--- src/rtl/vc_pop_arbiter.sv ---
// vc_pop_arbiter: pops the vc0/vc1 FIFOs, routes each word to d0/d1 by its destination bit,
// owns the FIFO thresholds and a sticky error state. Optional macro ROUND_ROBIN_EN selects alternating grant.
module vc_pop_arbiter #(
    parameter int DATA_SIZE = 6,
    parameter int DEST_BIT  = DATA_SIZE - 1
) (
    input  logic                 clk,
    input  logic                 reset_L,
    input  logic                 init,
    input  logic [DATA_SIZE-1:0] umbral_af,
    input  logic [DATA_SIZE-1:0] umbral_ae,
    input  logic                 fifo_empty_vc0,
    input  logic                 fifo_empty_vc1,
    input  logic [DATA_SIZE-1:0] data_vc0,
    input  logic [DATA_SIZE-1:0] data_vc1,
    input  logic                 pause_d0,
    input  logic                 pause_d1,
    input  logic [3:0]           fifo_error,
    output logic                 pop_vc0,
    output logic                 pop_vc1,
    output logic                 push_d0,
    output logic                 push_d1,
    output logic [DATA_SIZE-1:0] data_out,
    output logic [DATA_SIZE-1:0] afvf,
    output logic [DATA_SIZE-1:0] aevf,
    output logic                 idle,
    output logic                 error_out,
    output logic [2:0]           state
);

    typedef enum logic [2:0] {
        ST_RESET  = 3'd0,
        ST_INIT   = 3'd1,
        ST_IDLE   = 3'd2,
        ST_ACTIVE = 3'd3,
        ST_ERROR  = 3'd4
    } state_e;

    state_e               state_q, state_d;
    logic [DATA_SIZE-1:0] afvf_q, afvf_d;
    logic [DATA_SIZE-1:0] aevf_q, aevf_d;
    logic                 pop_q, pop_d;
    logic                 src_q, src_d;
    logic                 any_error;
    logic                 grant_ok;
    logic [DATA_SIZE-1:0] data_sel;

    assign any_error = |fifo_error;

    // NOTE: every signal assigned in an always_comb gets a default first, so no path can infer a latch.
    always_comb begin
        state_d = state_q;
        unique case (state_q)
            ST_RESET:  state_d = ST_INIT;
            ST_INIT:   if (!init) state_d = ST_IDLE;
            ST_IDLE: begin
                if (init)                                  state_d = ST_INIT;
                else if (!fifo_empty_vc0 || !fifo_empty_vc1) state_d = ST_ACTIVE;
            end
            ST_ACTIVE: begin
                if (init)                                           state_d = ST_INIT;
                else if (fifo_empty_vc0 && fifo_empty_vc1 && !pop_q) state_d = ST_IDLE;
            end
            ST_ERROR:  state_d = ST_ERROR;
            default:   state_d = ST_RESET;
        endcase
        // Errors override everything once out of RESET; only reset_L leaves ERROR.
        if (state_q != ST_RESET && any_error) state_d = ST_ERROR;
    end

    always_comb begin
        afvf_d = afvf_q;
        aevf_d = aevf_q;
        if (state_q == ST_INIT) begin
            afvf_d = umbral_af;
            aevf_d = umbral_ae;
        end
    end

    assign grant_ok = (state_q == ST_ACTIVE) && !init && !any_error && !pause_d0 && !pause_d1;

`ifdef ROUND_ROBIN_EN
    // last_q = 1 means vc1 won the most recent grant.
    logic last_q, last_d;

    always_comb begin
        pop_vc0 = 1'b0;
        pop_vc1 = 1'b0;
        if (!fifo_empty_vc0 && !fifo_empty_vc1) begin
            pop_vc0 = grant_ok && last_q;
            pop_vc1 = grant_ok && !last_q;
        end else begin
            pop_vc0 = grant_ok && !fifo_empty_vc0;
            pop_vc1 = grant_ok && !fifo_empty_vc1;
        end
        last_d = last_q;
        if (pop_vc1)      last_d = 1'b1;
        else if (pop_vc0) last_d = 1'b0;
    end

    always_ff @(posedge clk or negedge reset_L) begin
        if (!reset_L) last_q <= 1'b0;
        else          last_q <= last_d;
    end
`else
    always_comb begin
        pop_vc0 = grant_ok && !fifo_empty_vc0;
        pop_vc1 = grant_ok && fifo_empty_vc0 && !fifo_empty_vc1;
    end
`endif

    // Route stage: the FIFO presents popped data one cycle later, so remember that a pop happened and from where.
    always_comb begin
        pop_d = pop_vc0 || pop_vc1;
        src_d = pop_vc1;
    end

    // NOTE: state registers use non-blocking assignments so every flop samples pre-edge values.
    always_ff @(posedge clk or negedge reset_L) begin
        if (!reset_L) begin
            state_q <= ST_RESET;
            afvf_q  <= '0;
            aevf_q  <= '0;
            pop_q   <= 1'b0;
            src_q   <= 1'b0;
        end else begin
            state_q <= state_d;
            afvf_q  <= afvf_d;
            aevf_q  <= aevf_d;
            pop_q   <= pop_d;
            src_q   <= src_d;
        end
    end

    always_comb begin
        data_sel = src_q ? data_vc1 : data_vc0;
        data_out = pop_q ? data_sel : '0;
        push_d0  = pop_q && !data_out[DEST_BIT];
        push_d1  = pop_q && data_out[DEST_BIT];
    end

    assign afvf      = afvf_q;
    assign aevf      = aevf_q;
    assign idle      = (state_q == ST_IDLE);
    assign error_out = (state_q == ST_ERROR);
    assign state     = state_q;

endmodule

--- config.mk ---
export PLATFORM = sky130hd
export DESIGN_NAME = vc_pop_arbiter
export DESIGN_NICKNAME = d
export VERILOG_FILES = /design/src/rtl/vc_pop_arbiter.sv
export SDC_FILE = /design/constraint.sdc
export NUM_CORES = 1
export LEC_CHECK = 0
export ABC_AREA = 1
export CORE_ASPECT_RATIO = 1.75
export CORE_UTILIZATION = 31
export DETAILED_ROUTE_END_ITERATION = 12
export GPL_ROUTABILITY_DRIVEN = 0
export PLACE_DENSITY = 0.71
export SYNTH_ARGS = -nofsm -noshare
export SYNTH_HDL_FRONTEND = slang
export SYNTH_SLANG_ARGS = --single-unit
--- constraint.sdc ---
create_clock -name clk -period 1.7 [get_ports clk]
set_clock_uncertainty 0.1 [all_clocks]
set_input_delay 0.34 -clock clk [delete_from_list [all_inputs] [get_ports clk]]
set_output_delay 0.34 -clock clk [all_outputs]
set_load 0.02 [all_outputs]
### Word-level counts from Yosys, hierarchy flattened

Cells that the tools add are included.

| cells by class | value |
|---|---|
| multiplexer cells | 9 |
| equal/unequal tests | 7 |
| reductions and logical operators | 26 |

Operators by type and width:

| cell | number |
|---|---|
| 3-bit two-way mux | 6 |
| 3-bit case mux with 5 select lines | 1 |
| 1-bit logical AND | 12 |
| 6-bit two-way mux | 2 |
| 1-bit logical NOT | 8 |
| 3-bit by 2-bit equality test with 1-bit output (second input constant) | 2 |
| 4-bit by 2-bit != test with 1-bit output (second input constant) | 1 |
| 4-bit != test (second input constant) | 1 |
| 4-bit OR reduction | 1 |
| 3-bit by 1-bit equality test with 1-bit output (second input constant) | 1 |
| 3-bit equality test (second input constant) | 1 |
| 3-bit logical NOT | 1 |
| 3-bit != test (second input constant) | 1 |
| 3-bit AND reduction | 1 |
| 3-bit nonzero test | 1 |
| 1-bit logical OR | 2 |

| storage, ports and cells | value |
|---|---|
| output and inout port bits | 27 |
| bits in registers | 17 |

### Logic depth before layout (Yosys ltp)

| logic depth | value |
|---|---|
| depth in word-level cells | 8 |
| gate-level depth with buffers | 8 |
| depth with buffers taken out | 8 |

### Worst setup path after synthesis

Ideal clock, no wire load.

| timing path | value |
|---|---|
| path kind | reg-to-output |
| start point | register state_q[0], in the netlist state[0] |
| end point | output port pop_vc1 |
| setup slack | -0.135 ns |
| data arrival time | 1.395 ns |
| data required time | 1.260 ns |
| stages on the path, launching flop included | 5 |
| cells stage by stage | dfrtp_1 -> inv_1 -> nor2_2 -> nand2_1 -> nor4b_2 |

| between the ends | value |
|---|---|
| cells in the longest elaborated chain, start to end | 7 |

Ends and longest elaborated chain:

| what | line | text |
|---|---|---|
| start, declared | 39 | `state_e state_q, state_d;` |
| start signal, assigned | 127 | `state_q <= state_d;` |
| 3-bit by 2-bit equality test with 1-bit output | 80 | `assign grant_ok = (state_q == ST_ACTIVE) && !init && !any_error && !pause_d0 && !pause_d1;` |
| 1-bit logical AND (4 in a row) | 80 |  |
| 1-bit logical AND (2 in a row) | 108 | `pop_vc1 = grant_ok && fifo_empty_vc0 && !fifo_empty_vc1;` |
| end, declared | 20 | `output logic pop_vc1,` |

No other way between the ends.

### Final worst setup path

| timing path | value |
|---|---|
| start point | input port fifo_empty_vc1 |
| end point | output port pop_vc1 |

| between the ends | value |
|---|---|
| cells in the longest elaborated chain, start to end | 2 |

Ends and longest elaborated chain:

| what | line | text |
|---|---|---|
| start, declared | 13 | `input logic fifo_empty_vc1,` |
| 1-bit logical NOT | 108 |  |
| 1-bit logical AND | 108 |  |

No other way between the ends.

==> summary.txt <==
Yosys
  • Yosys warnings: 0
  • Netlist cell types: 20
  • Mapped Avg Cell Area: 9.28 um^2
  • Seq/Total Area, Yosys: 45.4%
  • Mapped Cells: roughly 100
  • Syn nets: around 140
  • Mapped Area: approximately 940 um^2
  • Flops & latches, synth: 17

Die
  • FP Rows: 26
  • Initial Util: 32.4%
  • Die area: 3260 um^2
  • IO Pins: 62
  • Core area: between 2000 and 3000 um^2
  • DIE WIDTH: roughly 44 um
  • Die Span Y: between 70 and 80 um

Setup path
  • CP required: roughly 1.3 ns
  • Critical Setup Path Class: in2out
  • Worst-path fanout max: 2
  • CP Data Arrival Time: around 1.3 ns
  • Startpoint types: input port
  • CP endpoint kind: primary output

Cells and area
  • Antenna Cells: 0
  • Fillers: between 200 and 300
  • Finished Layout Cells: between 200 and 250
  • Fin util: around 65%
  • Area grow syn2layout: 99.6%
  • Most common cell after layout, fill and taps aside: clkdlybuf4s50_1
  • Commonest non-fill, non-tap cells in the layout: clkdlybuf4s50_1, buf_4, dfrtp_1, nor2_1, nand2_1
  • Post-Layout Inst Area: roughly 1900 um^2
  • Nets: 226
  • Fraction of layout instances using a drive strength above 1: 37.9%

Placement
  • Place WS: -0.754 ns
  • Placed cell count: 212
  • DP Area: 1770 um^2
  • Port Buffers: slightly above 60
  • Final HPWL DP: 2190 um

Route
  • Vias/cell: around 4.8
  • Routed wire length: about 2700 um
  • Vias: 1045
  • # DRC: 9
  • Final ANT Viol Nets: 0
  • 1st-pass router iterations: 8
  • Initial DRC count: 16
  • WL/cell: between 10 and 15 um

Global route
  • Initial antenna violation count: 0
  • Global Route Usage Sum: between 10% and 20%
  • Wire length of the first global-routing pass: between 4000 and 5000 um
  • GRT overflow: 0
  • Vias in the first global route: roughly 1100
  • Largest net degree at the start of global routing: 18

Clock network
  • Clock transition at path regs: around 0.06 ns
  • Max clock buf depth: 2
  • H-tree depth: 1
  • CTS tree: built
  • Clock sinks: 17
  • Worst-skew pair later-pin latency: around 0.25 ns
  • CTS Buf Count: 3
  • Clk root buf: clkbuf_8

Status
  • Failing checks: DRC, setup timing
  • Status: complete, but fails checks

Pwr
  • Sw Pwr: slightly above 0.0002 W
  • Leakage Power: roughly 0.97 nW
  • Power, Total: between 0.0009 and 0.001 W
  • PD cells: between 400 and 500 nW/um^2
  • Switching share of power: 22.3%
  • Logic pwr share: 20.3%
  • Part of the power in the clock network: 32.7%
  • Internal: 0.000706 W
  • Peak supply drop: approximately 0.48 mV
  • Sequential share of power: between 40% and 50%

STA
  • Tcrit/Tclk final: 103%
  • FMAX: roughly 0.57 GHz
  • RSZ-0062 raised after global routing: true
  • Final setup vio count: 1
  • Fin crit period: ~1.7 ns
  • Max Slew Vio Count: 0
  • Worst-margin pin slew: 0.243 ns
  • Final hold vios: 0
  • Slew margin rel.: 83.8%
  • Post-route setup slack: -0.0435 ns

Min path
  • Worst Hold Class: in2async

Run
  • Max cap viols: 0
==> power by group through the flow <==
stage	logic, W	clock network (W)	registers (W)
6_report	0.000184	0.000298	0.000427
5_1_grt	0.000197	0.000334	0.000429
4_1_cts	0.000183	0.000306	0.000428
3_5_place_dp	0.000185	0	0.000434
3_3_place_gp	0.000182	0	0.000434
2_1_floorplan	0.0000284	0	0.000452
==> through the flow <==
step	hold slack, ns	TNS, ns
after floorplan	-0.0556	-0.0442
after global routing	0.352	-0.330
after global placement	0.389	-4.82
after CTS	0.327	-0.0922
final	0.325	-0.0435
after detailed placement	0.394	-5.20
==> area by class of cell <==
class | instances | area, um^2 | share of cell area [%]
inverters | 10 | 37.5 | 2.01
clock buffers | 4 | 45.0 | 2.41
well taps | 28 | 35.0 | 1.87
repair buffers | 87 | 795 | 42.5
flip-flops and latches | 17 | 425 | 22.7
multi-input cells | 72 | 533 | 28.5
==> synth_stat cells <==
| cell | number | area, um^2 |
|---|---|---|
| mux2_4 | 9 | 135 |
| o21ai_0 | 7 | 35.0 |
| nor2_2 | 1 | 6.26 |
| mux2_2 | 3 | 33.8 |
| buf_6 | 1 | 11.3 |
| inv_2 | 2 | 7.51 |
| nor2_1 | 21 | 78.8 |
| nand3b_1 | 2 | 15.0 |
| nand3_2 | 1 | 10.0 |
| nor3_1 | 2 | 10.0 |
| nand2_1 | 13 | 48.8 |
| a211oi_1 | 1 | 7.51 |
| nor3b_1 | 1 | 7.51 |
| inv_1 | 8 | 30.0 |
| or2_2 | 1 | 6.26 |
| nor4b_2 | 1 | 15.0 |
| dfrtp_1 | 17 | 425 |
| buf_4 | 1 | 7.51 |
| nand3_1 | 8 | 40.0 |
| nand4_1 | 1 | 6.26 |
==> kinds of logic (layout without fill, tap and decap cells) <==
group                  Yosys count  after routing  synth area share, %
AND/OR/NAND/NOR                 52             52                 26.0
flip-flops                      17             17                 45.4
AO/OA/AOI/OAI                    8              8                 4.54
multiplexers                    12             12                 18.0
buffers and inverters           12            101                 6.01
==> flip-flops by register name (all words and copies together) (netlist names) <==
register,flops
aevf,6
afvf,6
pop_q,1
src_q,1
state,3
==> worst paths after layout <==
check                                             to  slack, ns  cells past startpoint            startpoint
worst max register to register   aevf[0]$_DFFE_PN0P_       0.18                      6  state[2]$_DFFE_PN0P_
worst min register to register   aevf[5]$_DFFE_PN0P_       0.40                      1   aevf[5]$_DFFE_PN0P_
worst max-delay path                         pop_vc1      -0.04                      3        fifo_empty_vc1
max in group asynchronous            src_q$_DFF_PN0_       0.99                      2               reset_L
min in group clk                 aevf[5]$_DFFE_PN0P_       0.40                      1   aevf[5]$_DFFE_PN0P_
worst min-delay path            state[2]$_DFFE_PN0P_       0.33                      2               reset_L
==> metal layers <==
| layer | track usage, % | vias up | wire, um |
|---|---|---|---|
| met2 | 36.0 | 53 | 1600 |
| met1 | 18.4 | 481 | 887 |
| met4 | 5.56 | 0 | 0 |
| li1 | - | 511 | - |
| met5 | 0 | - | 0 |
| met3 | 2.88 | 0 | 212 |
==> worst max-delay path: stages <==
cell and delay, ns:
clkdlybuf4s50_1 0.47, nor4b_4 0.31, buf_4 0.19
==> repair_timing <==
item,in CTS,in global routing
endpoints found under the setup margin,15,15
pin swaps,8,4
resized for setup,74,22
gates cloned,0,0
hold buffers,0,0
setup buffers,1,1
No activity file was read; power rests on OpenSTA's default activity.
